File: src/rtl/imem_loader.sv
// imem_loader: packs a length-prefixed byte stream into masked little-endian word writes
module imem_loader #(
  parameter int DMEM_ADDR_WIDTH = 12
) (
  input  logic                       i_clk,
  input  logic                       i_rst_n,
  input  logic                       i_start,
  input  logic [DMEM_ADDR_WIDTH:0]   i_len,
  input  logic                       i_rx_valid,
  input  logic [7:0]                 i_rx_data,
  output logic                       o_rx_ready,
  output logic [DMEM_ADDR_WIDTH-1:0] o_addr,
  output logic                       o_we,
  output logic [3:0]                 o_size,
  output logic [31:0]                o_din,
  output logic                       o_busy,
  output logic                       o_done,
  output logic                       o_err,
  output logic [31:0]                o_sum
);
  localparam int W = DMEM_ADDR_WIDTH;
  localparam logic [W:0] CAP = {1'b1, {W{1'b0}}};
  typedef enum logic [1:0] {IDLE, RECV, WRITE, DONE} state_t;
  state_t state, state_nx;
  logic [W:0] len, cnt;
  logic [3:0] mask;
  logic [31:0] buf_q, sum;
  logic [W-1:0] addr;
  logic err, start_ok, hs;
  assign start_ok = state == IDLE && i_start;
  assign hs = state == RECV && i_rx_valid;
  always_comb begin
    state_nx = state == IDLE  ? (!i_start ? IDLE : i_len == '0 ? DONE : i_len > CAP ? IDLE : RECV) :
               state == RECV  ? (hs && (cnt[1:0] == 2'd3 || cnt + (W+1)'(1) == len) ? WRITE : RECV) :
               state == WRITE ? (cnt == len ? DONE : RECV) :
               IDLE;
  end
  always_ff @(posedge i_clk or negedge i_rst_n) begin
    if (!i_rst_n) begin
      state <= IDLE;
      len   <= '0;
      cnt   <= '0;
      mask  <= '0;
      buf_q <= '0;
      sum   <= '0;
      addr  <= '0;
      err   <= 1'b0;
    end else begin
      state <= state_nx;
      err   <= start_ok && i_len > CAP;
      if (start_ok) begin
        len   <= i_len;
        cnt   <= '0;
        mask  <= '0;
        buf_q <= '0;
        sum   <= '0;
      end
      if (hs) begin
        buf_q[{cnt[1:0], 3'b000} +: 8] <= i_rx_data;
        mask[cnt[1:0]] <= 1'b1;
        cnt  <= cnt + (W+1)'(1);
        sum  <= sum + 32'(i_rx_data);
        addr <= {cnt[W-1:2], 2'b00};
      end
      if (state == WRITE) begin
        mask  <= '0;
        buf_q <= '0;
      end
    end
  end
  assign o_we       = state == WRITE;
  assign o_rx_ready = state == RECV;
  assign o_busy     = state != IDLE;
  assign o_done     = state == DONE;
  assign o_size     = o_we ? mask : '0;
  assign o_din      = o_we ? buf_q : '0;
  assign o_addr     = addr;
  assign o_err      = err;
  assign o_sum      = sum;
endmodule

File: config.mk
export PLATFORM = sky130hd
export DESIGN_NAME = imem_loader
export DESIGN_NICKNAME = d
export VERILOG_FILES = /design/src/rtl/imem_loader.sv
export SDC_FILE = /design/constraint.sdc
export NUM_CORES = 1
export LEC_CHECK = 0
export ABC_CLOCK_PERIOD_IN_PS = 2800
export CAP_MARGIN = 5
export CELL_PAD_IN_SITES_DETAIL_PLACEMENT = 1
export CELL_PAD_IN_SITES_GLOBAL_PLACEMENT = 1
export CORE_ASPECT_RATIO = 1.2
export CORE_MARGIN = 2
export CORE_UTILIZATION = 30
export CTS_BUF_LIST = sky130_fd_sc_hd__clkbuf_8
export CTS_CLUSTER_DIAMETER = 100
export DETAILED_ROUTE_END_ITERATION = 12
export PLACE_DENSITY = 0.67
export SLEW_MARGIN = 5
export SYNTH_ARGS = -nofsm -noshare
export SYNTH_HDL_FRONTEND = slang
export SYNTH_SLANG_ARGS = --single-unit
File: constraint.sdc
create_clock -name i_clk -period 2.8 [get_ports i_clk]
set_clock_uncertainty 0.15 [all_clocks]
set_input_delay 0.28 -clock i_clk [delete_from_list [all_inputs] [get_ports i_clk]]
set_output_delay 0.28 -clock i_clk [all_outputs]
set_load 0.005 [all_outputs]
==> results of run 1 <==
worst reg2reg max path, cell delays in order (launching register included):
cell       delay (ps)
dfrtp_2           490
ha_1              290
and3_1            360
nand4_1           250
xnor2_1           190
nor3_1            180
o2111ai_1         200
a211o_1           330
per-layer routing:
layer / up-vias / global-route usage [%] / wire [µm]
li1: 2420 / - / -
met1: 2509 / 24.5 / 8150
met2: 82 / 29.7 / 8440
met3: 13 / 3.09 / 508
met4: 0 / 4.71 / 204
met5: - / 0 / 0
kinds of logic after synthesis:
logic type / Yosys count / share of synthesized area, %
AO/OA/AOI/OAI: 122 / 14.4
adder cells (fa/ha/maj): 15 / 3.42
multiplexers: 15 / 2.63
flip-flops: 107 / 46.8
XOR/XNOR: 23 / 3.52
other: 1 / 0.0656
buffers and inverters: 51 / 3.90
AND/OR/NAND/NOR: 290 / 25.2
report_power, final:
group          leakage, nW  internal, mW  switching [mW]
logic                 1.78         0.836            1.08
clock network        0.113         0.520           0.599
registers             1.45          1.83           0.267
total                 3.34          3.18            1.94
area by class of cell:
cell class	instances	area, µm²	area share, %
clock inverters	7	105	1.41
repair buffers	142	1370	18.4
clock buffers	9	124	1.66
diodes	1	2.50	0.0335
well taps	256	320	4.29
flip-flops and latches	107	2680	35.9
multi-input cells	467	2830	37.9
inverters	11	41.3	0.553
per-stage QoR:
stage	power (mW)	area, µm²	TNS (ps)	instances	hold slack, ps
floorplan	3.24	5720	0	625	-166
finish	5.13	7470	0	1000	230
global route	5.52	7470	0	999	263
detailed placement	4.05	7230	-700	982	128
CTS	5.18	7470	0	999	229
global placement	3.95	7230	0	982	123
flip-flops by register name (all words and copies together) (netlist names):
register / count
buf_q: 32
o_sum: 32
cnt: 13
len: 13
o_addr: 10
mask: 4
state: 2
o_err: 1
repair_timing:
| action | CTS | global route |
|---|---|---|
| endpoints found under the setup margin | 0 | 1 |
| hold endpoints to repair | 31 | 0 |
| hold buffers | 1 | 0 |
| resized for setup | 0 | 1 |
worst min path at each step:
stage / endpoint / depth (start not counted) / from
2_1_floorplan: buf_q[0] / 0 / i_rst_n
3_3_place_gp: len[6] / 1 / i_rst_n
3_5_place_dp: len[4] / 1 / i_rst_n
4_1_cts: o_sum[16] / 2 / i_rst_n
5_1_grt: o_sum[16] / 2 / i_rst_n
6_report: o_sum[13] / 2 / i_rst_n
Yosys cell counts (4+ instances only):
cell / count
o211ai_1: 4
nor3_1: 9
a31o_2: 4
ha_1: 14
xor2_1: 9
nor4_1: 6
dfrtp_1: 107
buf_4: 6
nor2_1: 33
nand2_1: 113
a21oi_1: 23
o31ai_1: 6
mux2i_1: 15
nand4_1: 12
buf_1: 4
and4_1: 5
a21o_1: 5
clkbuf_1: 23
o21ai_0: 23
and2_1: 44
buf_2: 7
o21a_1: 6
a22oi_1: 27
and3_1: 9
xnor2_1: 14
nor3b_1: 5
nand3_1: 36
inv_1: 11
layout by cell type, fill, tap and decap left out, types with 15 or more instances in the layout:
cell type	netlist	routed
and2_1	44	44
nor2_1	33	32
nand3_1	36	36
o21ai_0	23	23
a22oi_1	27	27
mux2i_1	15	15
buf_4	6	32
nand2_1	113	113
dfrtp_1	107	106
clkdlybuf4s50_1	0	106
a21oi_1	23	23
==> results.md, run 1 <==
- Critical path required time: roughly 2400 ps
- R2R depth: 7
- Vias in the first global route: approximately 5400
- Setup ws final: about 150 ps
- I/O Buffers: about 110
- Peak supply drop: 0.361 mV
- Vias post-DR: roughly 5000
- Synthesis Warnings: 0
- CTS Buf Count: 9
- Worst-path fanout max: 55
- Post-Syn Instances: about 620
- Synthesized area: 5720 µm²
- Cell Rows: 55
- Setup violations, final: 0
- Synthesis-to-finish area growth: 30.7%
- Residual DRC: 0
- Routed len/inst: between 15 and 20 µm
- End of the worst register-to-register path: state[0]
- Max-slew violation count: 0
- First-pass GRT wire length: around 29 mm
- #FFs+latches synth: 107
- Largest net degree at the start of global routing: 56
- Slowest CP cell: clkdlybuf4s50_1
- Top cells by area, synth: dfrtp_1 47%, nand2_1 7.4%, and2_1 4.8%
- Transition time of the tightest slew-check pin: 803 ps
- Synthesized area per cell: between 9 and 10 µm²
- Total clock sinks: between 100 and 150
- H-tree depth: 3
- Worst Setup SP: state[1]
- DRT Wirelength: around 17 mm
- Cell Pwr Density: approximately 690 nW/µm²
- CTS Buffer Depth: 2
- Data arrival time at the worst-slack endpoint: ~2200 ps
- Critical Path End Type: primary output
- Final Wtd Congestion: 0.867
- Crit share post-route: 94.7%
- Routed Antenna Nets: 0
- Max-capacitance violation count: 0
- Initial antenna violation count: 1
- RSZ-0062 raised after global routing: false
- Crit-path cells: nor2b_4, buf_12, and2_1, clkdlybuf4s50_1
- CP Buf/Inv Count: 2
- Final hold vios: 0
- Vias per cell: roughly 5.0
- Gr usage total: between 10% and 20%
- Peak Freq: approximately 380 MHz
- Core Util, Final: roughly 40%
- Worst hold path type: in -> async
- Rel. slew slack: approximately 46%
- Final Net Count: ~800
- Clock slew at the register clock pins of the worst setup and hold paths: approximately 120 ps
- Worst setup path class: reg -> out
- Die Height: approximately 160 µm
- Min cycle time layout: 2650 ps
- WP depth: 4
- Distinct cells, synth: 58
- Post-synth EDFFs: 0
- Post-synthesis sequential area ratio: between 40% and 50%
- Status: finished, final reports clean
- Initial core utilization: a little under a third
- CTS tree: built
- Static Leak: between 3 and 4 nW
- Full die area: 20200 µm²
- Flop2flop setup slack: roughly 240 ps
- IO Count: 110
- Most used flip-flop cell after synthesis: dfrtp_1
- Pre-CTS setup slack: -127 ps
- R2r startpoint: cnt[0]
- Initial DRC count: ~200
- DIE WIDTH: around 130 µm
- CORE AREA: approximately 19000 µm²
- Post-detail-place hpwl: about 13 mm
- Synth area leader: dfrtp_1
- GR Overflow Total: 0
- Worst setup SP type: flop
- Clock root cell: clkbuf_8
- Async SR Flop Fraction: 100%
- Post-CTS Setup Bufs: 0
- Synth top area share: a little under half
- Layout cell share with drive strength beyond 1: between 8 and 9%
- Clock latency on the worst-skew pair: about 400 ps
- First drt pass iteration count: 4
- Fillers: around 2200
- Critical Path Sink: o_din[29]
- Cell family with most CP delay: buffers and inverters
- Max incr delay on CP: 540 ps
Note: power is estimated with default switching activity, not from simulation.
==> run 2, diff against run 1 <==
ABC_CLOCK_PERIOD_IN_PS = not set   (was 2800)
GPL_TIMING_DRIVEN = 0   (was not set)
==> run 2 against run 1 <==
  * Sequential power about the same
  * Worst setup slack improved by 6.8 ps
  * Count of clock-buffer cells in the layout stayed put
  * Largest power group unchanged
  * Cell area is 1.3% lower
  * Hold slack worse by 41 ps
  * First-iteration DRC count grew 17%
  * Clock power fell by 16%
  * Die area did not move
  * Critical path depth is 5 higher
  * Global-route usage grew 0.28 points
  * Critical endpoint is now o_sum[13]
  * Combinational power hardly changed
  * Maximum frequency grew 0.26%
==> results.md, run 2 (synthesized netlist as in run 1, its figures left out) <==
- Routed Antenna Nets: 0
- Fillers: ~2200
- CP Buf/Inv Count: 2
- Total clock sinks: 107
- Peak supply drop: between 0.2 and 0.3 mV
- Transition time of the tightest slew-check pin: around 980 ps
- Final Wtd Congestion: 0.854
- R2r startpoint: o_sum[0]
- Worst setup SP type: input port
- Die Height: approximately 160 µm
- First drt pass iteration count: 4
- Peak Freq: 378 MHz
- CTS tree: built
- Static Leak: approximately 3.3 nW
- Crit share post-route: between 90% and 100%
- Critical path required time: 2970 ps
- Clock root cell: clkbuf_8
- Status: finished, final reports clean
- End of the worst register-to-register path: o_sum[10]
- Initial core utilization: 30.4%
- Max incr delay on CP: ~710 ps
- Full die area: just over 20000 µm²
- CORE AREA: between 15000 and 20000 µm²
- RSZ-0062 raised after global routing: false
- Slowest CP cell: clkdlybuf4s50_1
- R2R depth: 9
- Flop2flop setup slack: ~170 ps
- Layout cell share with drive strength beyond 1: under 10%
- I/O Buffers: ~110
- Cell Rows: 55
- WP depth: 9
- H-tree depth: 3
- Commonest non-fill, non-tap cells in the layout: 113 x nand2_1, 106 x dfrtp_1, 105 x clkdlybuf4s50_1
- Worst Setup SP: i_rx_data[1]
- Crit-path cells: clkdlybuf4s50_1, ha_1, a21o_1, and4_1, o21a_1, a41o_1, clkbuf_2, a21o_1, a31oi_1
- Largest net degree at the start of global routing: 58
- Data arrival time at the worst-slack endpoint: about 2800 ps
- Worst-path fanout max: 10
- Vias in the first global route: between 5000 and 6000
- Register area: roughly 2700 µm²
- Cell Pwr Density: between 600 and 700 nW/µm²
- Initial DRC count: 240
- Vias per cell: slightly above 5
- DIE WIDTH: between 100 and 150 µm
- Clock latency on the worst-skew pair: about 400 ps
- Worst setup path class: in -> reg
- Critical Path Sink: o_sum[13]
- Area occupied by multi-input gates: approximately 2800 µm²
- Total power: around 4.9 mW
- Final std cells w/o fill: roughly 1000
- Max-slew violation count: 0
- Setup violations, final: 0
- GR Overflow Total: 0
- Critical Path End Type: flop
- IO Count: 110
- CTS Buffer Depth: 2
- Post-detail-place hpwl: ~13 mm
- Synthesis-to-finish area growth: 29.0%
- Max-capacitance violation count: 0
- Gr usage total: a little under a fifth
- Most frequent CP cell: a21o_1
- Placed Instances: about 990
- Diode count: 0
- Vias post-DR: approximately 5000
- Rel. slew slack: a little over a third
- Final Net Count: between 700 and 800
- Most common cell after layout, fill and taps aside: nand2_1
- Cell family with most CP delay: compound AO/OA/AOI/OAI gates
- Final hold vios: 0
- Clock slew at the register clock pins of the worst setup and hold paths: 100 ps
- Min cycle time layout: roughly 2600 ps
- Initial antenna violation count: 0
- DRT Wirelength: about 18 mm
- Worst hold path type: in -> reg
- Residual DRC: 0
- First-pass GRT wire length: just under 30 mm
- Routed len/inst: approximately 18 µm
- CTS Buf Count: 9
==> run 2: changes by cell type in the layout (fill, tap and decap cells not counted), moves of 3 or more <==
cell	previous run	this run
buf_12	3	0
buf_1	0	4
clkbuf_2	0	4
clkbuf_1	0	15
buf_2	0	7
buf_4	32	8
==> run 2: area by class of cell <==
class                           instances  share of cell area [%]
Multi-Input combinational cell        467                    38.6
Sequential cell                       107                    36.3
Timing Repair Buffer                  110                    15.2
Tap cell                              256                    4.34
Buffer                                 38                    2.53
Clock buffer                            9                    1.68
Clock inverter                          7                   0.814
Inverter                               11                   0.560
==> run 2: how the worst min path moves through the flow <==
stage                     cells past startpoint         start  slack [ps]        end
after floorplan                               0       i_rst_n        -170   buf_q[0]
after global placement                        2     o_addr[4]         310  o_addr[4]
after detailed placement                      1       i_rst_n         130      o_err
after CTS                                     2       i_rst_n         250  o_sum[30]
after global routing                          3  i_rx_data[0]         240   buf_q[0]
final                                         3  i_rx_data[0]         190   buf_q[0]
==> run 2: through the flow <==
step	setup TNS (ps)	hold WS, ps	setup WS (ps)	utilization (%)	cell area [µm²]
2_1_floorplan	0	-166	475	-	5720
3_3_place_gp	-328920	310	-3020	37.8	7110
3_5_place_dp	-8520	129	-573	38.0	7140
4_1_cts	0	253	26.0	39.1	7350
5_1_grt	0	244	28.1	39.3	7370
6_report	0	189	156	39.3	7370
==> run 2: per-layer routing <==
| metal | wire (µm) | part of all wire, % | GRT usage (%) |
|---|---|---|---|
| met1 | 8160 | 45 | 23.7 |
| met2 | 8780 | 49 | 30.7 |
| met3 | 696 | 3.9 | 2.82 |
| met4 | 342 | 1.9 | 6.96 |
| met5 | 0 | 0 | 0 |
==> run 2: where the power goes <==
part	internal, mW	switching (mW)
Sequential	1.83	0.248
Combinational	0.786	1.14
Clock	0.340	0.598
==> run 2: worst register-to-register path: stages (launching register included) <==
cell	delay [ps]
dfrtp_1	420
ha_1	230
fa_1	420
a21o_1	180
a21oi_1	260
o211ai_1	240
buf_4	200
a41oi_1	200
o21ai_0	120
o31ai_1	110
==> run 2: repair_timing <==
item,in CTS,in global routing
endpoints found under the setup margin,17,31
buffers inserted,0,1
hold buffers,1,0
pin swaps,0,1
gates resized for setup,6,14
hold endpoints to repair,50,0
==> run 3, diff against run 2 <==
ABC_CLOCK_PERIOD_IN_PS = 2800   (was not set)
==> results of run 3 <==
No change in the layout: final DEF, timing and power equal those of run 2.
